--- src/rtl/seg_scan_capture.sv ---
`default_nettype none
// ============================================================================
// Module      : seg_scan_capture
// Description : Receive side of a multiplexed 7-segment display path.
//               Snoops an active-low segment/anode bus, waits for each digit
//               pattern to be stable, decodes it back to BCD and assembles
//               complete frames. Illegal segment patterns raise a sticky
//               error together with the offending digit index.
//
// Ports       : clk          system clock
//               rst_n        asynchronous active-low reset
//               seg_in[7:0]  segment bus, active-low, bit7 = dp, bits6:0 = g..a
//               an_in        anode selects, active-low, one-hot-low = valid
//               clr          synchronous clear of err/err_idx/seen/shadow
//               digits_out   last complete frame, digit i at [4i+3:4i]
//               dp_out       decimal points of last frame, 1 = lit
//               frame_valid  one-cycle pulse when digits_out/dp_out update
//               err          sticky illegal-pattern flag
//               err_idx      digit index of the most recent illegal sample
//
// Options     : SEG_SYNC_EN  when defined, a two-flop synchronizer is placed
//                            ahead of the input register so the bus may be
//                            asynchronous to clk (all latencies +2 cycles).
//
// Revision    : 1.0  initial release
// ============================================================================
module seg_scan_capture #(
    parameter int  NDIG       = 4,
    parameter int  STABLE_CYC = 16,
    parameter int  CNT_W      = 8,
    localparam int IDX_W      = (NDIG > 1) ? $clog2(NDIG) : 1
) (
    input  logic                clk,
    input  logic                rst_n,
    input  logic [7:0]          seg_in,
    input  logic [NDIG-1:0]     an_in,
    input  logic                clr,
    output logic [4*NDIG-1:0]   digits_out,
    output logic [NDIG-1:0]     dp_out,
    output logic                frame_valid,
    output logic                err,
    output logic [IDX_W-1:0]    err_idx
);

    localparam logic [CNT_W-1:0] c_CNT_MAX = CNT_W'(STABLE_CYC - 1);

    typedef enum logic [1:0] {
        S_IDLE  = 2'd0,
        S_COUNT = 2'd1,
        S_HOLD  = 2'd2
    } state_t;

    // ------------------------------------------------------------------
    // Input source (optionally synchronized)
    // ------------------------------------------------------------------
    logic [7:0]      w_seg_src;
    logic [NDIG-1:0] w_an_src;

`ifdef SEG_SYNC_EN
    logic [7:0]      r_seg_s1, r_seg_s2;
    logic [NDIG-1:0] r_an_s1,  r_an_s2;

    // Reset to all ones = blank display / no digit selected.
    always_ff @(posedge clk or negedge rst_n) begin
        if (!rst_n) begin
            r_seg_s1 <= '1;
            r_seg_s2 <= '1;
            r_an_s1  <= '1;
            r_an_s2  <= '1;
        end else begin
            r_seg_s1 <= seg_in;
            r_seg_s2 <= r_seg_s1;
            r_an_s1  <= an_in;
            r_an_s2  <= r_an_s1;
        end
    end

    assign w_seg_src = r_seg_s2;
    assign w_an_src  = r_an_s2;
`else
    assign w_seg_src = seg_in;
    assign w_an_src  = an_in;
`endif

    // ------------------------------------------------------------------
    // Input register and one-cycle-delayed copy for change detection
    // ------------------------------------------------------------------
    logic [7:0]      r_seg, r_seg_p;
    logic [NDIG-1:0] r_an,  r_an_p;

    always_ff @(posedge clk or negedge rst_n) begin
        if (!rst_n) begin
            r_seg   <= '1;
            r_an    <= '1;
            r_seg_p <= '1;
            r_an_p  <= '1;
        end else begin
            r_seg   <= w_seg_src;
            r_an    <= w_an_src;
            r_seg_p <= r_seg;
            r_an_p  <= r_an;
        end
    end

    logic            w_chg;
    logic [NDIG-1:0] w_an_act;
    logic            w_an_valid;
    logic [IDX_W-1:0] w_idx;

    assign w_chg      = ({r_seg, r_an} != {r_seg_p, r_an_p});
    assign w_an_act   = ~r_an;
    // Exactly one bit set: non-zero and clearing the lowest set bit leaves zero.
    assign w_an_valid = (w_an_act != '0) &&
                        ((w_an_act & (w_an_act - NDIG'(1))) == '0);

    always_comb begin
        w_idx = '0;
        for (int k = 0; k < NDIG; k++) begin
            if (w_an_act[k]) w_idx = IDX_W'(k);
        end
    end

    // ------------------------------------------------------------------
    // Segment decode (exact match on g..a, dp handled separately)
    // ------------------------------------------------------------------
    logic       w_legal;
    logic [3:0] w_val;
    logic       w_dp;

    always_comb begin
        w_legal = 1'b1;
        w_val   = 4'd0;
        case (r_seg[6:0])
            7'h40:   w_val = 4'd0;
            7'h79:   w_val = 4'd1;
            7'h24:   w_val = 4'd2;
            7'h30:   w_val = 4'd3;
            7'h19:   w_val = 4'd4;
            7'h12:   w_val = 4'd5;
            7'h02:   w_val = 4'd6;
            7'h78:   w_val = 4'd7;
            7'h00:   w_val = 4'd8;
            7'h10:   w_val = 4'd9;
            default: w_legal = 1'b0;
        endcase
    end

    assign w_dp = ~r_seg[7];

    // ------------------------------------------------------------------
    // Stability FSM
    // ------------------------------------------------------------------
    state_t           r_state, w_state_nxt;
    logic [CNT_W-1:0] r_cnt,   w_cnt_nxt;
    logic             w_sample;

    always_ff @(posedge clk or negedge rst_n) begin
        if (!rst_n) begin
            r_state <= S_IDLE;
            r_cnt   <= '0;
        end else begin
            r_state <= w_state_nxt;
            r_cnt   <= w_cnt_nxt;
        end
    end

    always_comb begin
        w_state_nxt = r_state;
        w_cnt_nxt   = r_cnt;
        w_sample    = 1'b0;
        case (r_state)
            S_IDLE: begin
                w_cnt_nxt = '0;
                if (w_an_valid) w_state_nxt = S_COUNT;
            end
            S_COUNT: begin
                if (!w_an_valid) begin
                    w_state_nxt = S_IDLE;
                    w_cnt_nxt   = '0;
                end else if (w_chg) begin
                    w_cnt_nxt   = '0;
                end else if (r_cnt >= c_CNT_MAX) begin
                    w_sample    = 1'b1;
                    w_state_nxt = S_HOLD;
                end else if (r_cnt != '1) begin
                    w_cnt_nxt   = r_cnt + CNT_W'(1);
                end
            end
            S_HOLD: begin
                // One sample per stable window; only a change re-arms.
                if (w_chg) begin
                    w_cnt_nxt   = '0;
                    w_state_nxt = w_an_valid ? S_COUNT : S_IDLE;
                end
            end
            default: begin
                w_state_nxt = S_IDLE;
                w_cnt_nxt   = '0;
            end
        endcase
    end

    // ------------------------------------------------------------------
    // Shadow frame assembly
    // ------------------------------------------------------------------
    logic [4*NDIG-1:0] r_shadow,    w_shadow_nxt;
    logic [NDIG-1:0]   r_shadow_dp, w_sdp_nxt;
    logic [NDIG-1:0]   r_seen,      w_seen_nxt;
    logic [4*NDIG-1:0] r_digits;
    logic [NDIG-1:0]   r_dp;
    logic              r_frame_valid;
    logic              r_err;
    logic [IDX_W-1:0]  r_err_idx;

    // Shadow contents as they would look after merging the current sample,
    // so a completing sample can publish the frame in the same edge.
    always_comb begin
        w_shadow_nxt = r_shadow;
        w_sdp_nxt    = r_shadow_dp;
        w_seen_nxt   = r_seen | w_an_act;
        for (int k = 0; k < NDIG; k++) begin
            if (w_an_act[k]) begin
                w_shadow_nxt[4*k +: 4] = w_val;
                w_sdp_nxt[k]           = w_dp;
            end
        end
    end

    always_ff @(posedge clk or negedge rst_n) begin
        if (!rst_n) begin
            r_shadow      <= '0;
            r_shadow_dp   <= '0;
            r_seen        <= '0;
            r_digits      <= '0;
            r_dp          <= '0;
            r_frame_valid <= 1'b0;
            r_err         <= 1'b0;
            r_err_idx     <= '0;
        end else begin
            r_frame_valid <= 1'b0;
            if (clr) begin
                // clr outranks a coincident sample; published frame is kept.
                r_shadow    <= '0;
                r_shadow_dp <= '0;
                r_seen      <= '0;
                r_err       <= 1'b0;
                r_err_idx   <= '0;
            end else if (w_sample) begin
                if (w_legal) begin
                    r_shadow    <= w_shadow_nxt;
                    r_shadow_dp <= w_sdp_nxt;
                    if (&w_seen_nxt) begin
                        r_digits      <= w_shadow_nxt;
                        r_dp          <= w_sdp_nxt;
                        r_frame_valid <= 1'b1;
                        r_seen        <= '0;
                    end else begin
                        r_seen <= w_seen_nxt;
                    end
                end else begin
                    r_err     <= 1'b1;
                    r_err_idx <= w_idx;
                end
            end
        end
    end

    assign digits_out  = r_digits;
    assign dp_out      = r_dp;
    assign frame_valid = r_frame_valid;
    assign err         = r_err;
    assign err_idx     = r_err_idx;

endmodule
`default_nettype wire

--- config.mk ---
export PLATFORM = sky130hd
export DESIGN_NAME = seg_scan_capture
export DESIGN_NICKNAME = d
export VERILOG_FILES = /design/src/rtl/seg_scan_capture.sv
export SDC_FILE = /design/constraint.sdc
export NUM_CORES = 1
export LEC_CHECK = 0
export BUFFER_PORTS_ARGS = -buffer_cell sky130_fd_sc_hd__buf_2
export CAP_MARGIN = 20
export CORE_MARGIN = 1.5
export CORE_UTILIZATION = 65
export CTS_BUF_LIST = sky130_fd_sc_hd__clkbuf_2
export DETAILED_ROUTE_END_ITERATION = 10
export PLACE_DENSITY = 0.85
export SYNTH_ARGS = -nofsm -noshare
export SYNTH_HDL_FRONTEND = slang
export SYNTH_SLANG_ARGS = --single-unit
--- constraint.sdc ---
create_clock -name clk -period 6.7 [get_ports clk]
set_input_delay 0.335 -clock clk [delete_from_list [all_inputs] [get_ports clk]]
set_output_delay 0.335 -clock clk [all_outputs]
set_load 0.005 [all_outputs]
==> impl_metrics.json <==
{
  "max_cap_viol_count": 0,
  "skew_ns": 0.0217,
  "min_period_over_period_pct": 37.5,
  "regArea_um2": 2080,
  "root_buffer": "clkbuf_2",
  "worst_pin_slew_ns": 0.979,
  "status": "completed",
  "path_clk_slew_ns": 0.22,
  "grt_max_degree": 83,
  "first_pass_iters": 5,
  "track_usage_pct": 26.1,
  "crit_arrival_ns": 2.93,
  "diodes": 0,
  "clock-sinks": 82,
  "post_cts_buffers": 0,
  "final.setup.tns_ns": 0,
  "max-vdd-ir-drop_uv": 137,
  "synthFlopType": "dfrtp_1",
  "fill_cells": 416,
  "ys_async_sr_fraction_pct": 100,
  "worstPathRequired_ns": 7.12,
  "core_um2": 5890,
  "portBuffers": 38,
  "rsz0062_at_grt": "false",
  "layout-drive-gt1-share_pct": 31.6,
  "fp-row-count": 28,
  "cts_tree": "yes",
  "syn_nets": 340,
  "drt_iter0_markers": 247,
  "area_growth_pct": 10.9,
  "finalWirelength_um": 7540,
  "antenna_found_initial": 0,
  "drc": 0,
  "synth_edf_count": 0,
  "netlist_top_cells_count": "dfrtp_1, nand2_1, dfstp_2, o21ai_0, mux2i_1",
  "ys_types": 57,
  "period_minus_slack_ns": 2.51,
  "ys_seq_area_share_pct": 53.0,
  "path_max_fanout": 21,
  "gp_congestion": 0.849,
  "critPathKind": "reg2reg",
  "setup_violations": 0,
  "synth_top_area_share_pct": 37.0,
  "hold_violations": 0,
  "htreeDepth": 3,
  "dr_wl_met2_um": 3570,
  "die_w_um": 80.7,
  "cts_buffers": 9,
  "power.density_nw_per_um2": 200,
  "routed_via_density": 5.88,
  "cp-end-kind": "flop",
  "antenna_left": 0,
  "slew_violations": 0,
  "synthMostInstantiatedCell": "dfrtp_1",
  "syn_avg_cell_area_um2": 12.1,
  "dr_total_vias": 2642,
  "fin_cells": 449,
  "cp-start-kind": "flop",
  "num_io_pins": 39,
  "clockBufferDepth": 2,
  "post_cts_resized": 0,
  "fp.dieH_um": 80.7,
  "dr_wl_met3_um": 376,
  "grt_pass1_wl_um": 12400,
  "start_util_pct": 66.7,
  "hpwl_um": 5120,
  "first_global_vias": 2528,
  "cts-hold-fix-buffers": 13,
  "yosys.area.top_type": "dfrtp_1",
  "overflow": 0,
  "leakagePower_nw": 2.14,
  "dr.max_layer_used": "met4",
  "place_inst": 420,
  "syn_inst": 324,
  "hold_class": "in2reg",
  "drt-met1-wl_um": 3390,
  "final_nets": 385,
  "maxSlewHeadroom_pct": 34.8,
  "syn_area_um2": 3930,
  "die_area_um2": 6520,
  "yosys-top-cells-area": "dfrtp_1, dfstp_2, mux2_4",
  "clock_latency_ns": 0.52,
  "multi_input_area_um2": 1690,
  "yosys_warnings": 0,
  "clock.fmax_ghz": 0.398,
  "avgRoutedWirePerCell_um": 16.8,
  "ys_ff_latch": 82
}
-- cell usage in the layout (no fill, tap or decap), drive strengths merged, types with 3 or more instances in the layout --
master,instances
dfstp,24
buf,39
a41oi,3
o21ai,25
nand4,4
nand4b,5
nand2,44
nor2,5
nand3,10
mux2,21
inv,8
nor4,9
dlygate4sd3,13
xor2,12
dfrtp,58
clkbuf,10
clkinv,3
nor3,6
and2,7
nand2b,3
a21oi,3
or2,3
a21boi,8
and3,4
mux2i,21
-- worst max-delay path, cell delays in order (launching register included) --
cell and delay, ns:
dfstp_2 0.76, nand2_1 0.18, o211ai_4 0.26, nand4_2 0.16, nor4_4 0.28, buf_4 0.38, mux2_2 0.38
-- cells by family after synthesis --
| logic type | share of synthesized area [%] |
|---|---|
| simple gates | 17.4 |
| flops | 53.0 |
| compound gates | 8.48 |
| mux | 13.2 |
| buf+inv | 3.89 |
| xor+xnor | 3.70 |
| fa+ha+maj | 0.319 |
-- registers in the layout, summed over array words and instances (netlist names) --
register     cells
r_an_p           4
r_shadow_dp      4
dp_out           4
r_an             4
r_seen           4
r_seg_p          8
r_state          2
r_cnt            8
err              1
digits_out      16
frame_valid      1
r_shadow        16
r_seg            8
err_idx          2
-- layout make-up --
class	instances	share of cell area, %
clock buffer	10	1.15
multi-input combinational	217	38.9
timing repair buffer	52	7.59
sequential	82	47.8
tap	75	2.16
inverter	7	0.603
clock inverter	6	1.84
-- per-stage QoR --
stage / hold slack (ns) / util [%] / cell area, um^2 / power [W] / setup slack, ns
6_report: 0.127 / 74.0 / 4350 / 0.000871 / 4.19
5_1_grt: 0.0758 / 74.0 / 4350 / 0.000905 / 4.04
4_1_cts: 0.117 / 74.0 / 4350 / 0.000872 / 4.20
3_5_place_dp: 0.406 / 69.6 / 4090 / 0.000584 / 4.24
3_3_place_gp: 0.401 / 69.6 / 4090 / 0.000582 / 4.31
2_1_floorplan: 0.0394 / - / 3930 / 0.000563 / 4.57
-- where the power goes --
part	switching, W	total (W)	internal, W
registers	0.0000148	0.000525	0.000510
logic	0.0000343	0.0000567	0.0000224
clock network	0.000166	0.000289	0.000123
total	0.000215	0.000871	0.000655
-- final timing paths --
| kind | start | endpoint | slack (ns) | cells past startpoint |
|---|---|---|---|---|
| min in group asynchronous | rst_n | r_cnt[7] | 0.45 | 2 |
| hold / removal | clr | err_idx[1] | 0.13 | 2 |
| max in group asynchronous | rst_n | r_shadow[4] | 5.57 | 2 |
| hold reg to reg | r_seg[2] | r_seg_p[2] | 0.43 | 0 |
| setup reg to reg | r_an[3] | dp_out[3] | 4.19 | 6 |
| setup / recovery | r_an[3] | dp_out[3] | 4.19 | 6 |
-- per-layer routing --
layer  track usage, %  vias up
met3             4.77       19
li1                 -     1230
met1             35.8     1295
met2             40.3       98
met4             12.1        0
met5                0        -
No activity file was read; power rests on OpenSTA's default activity.
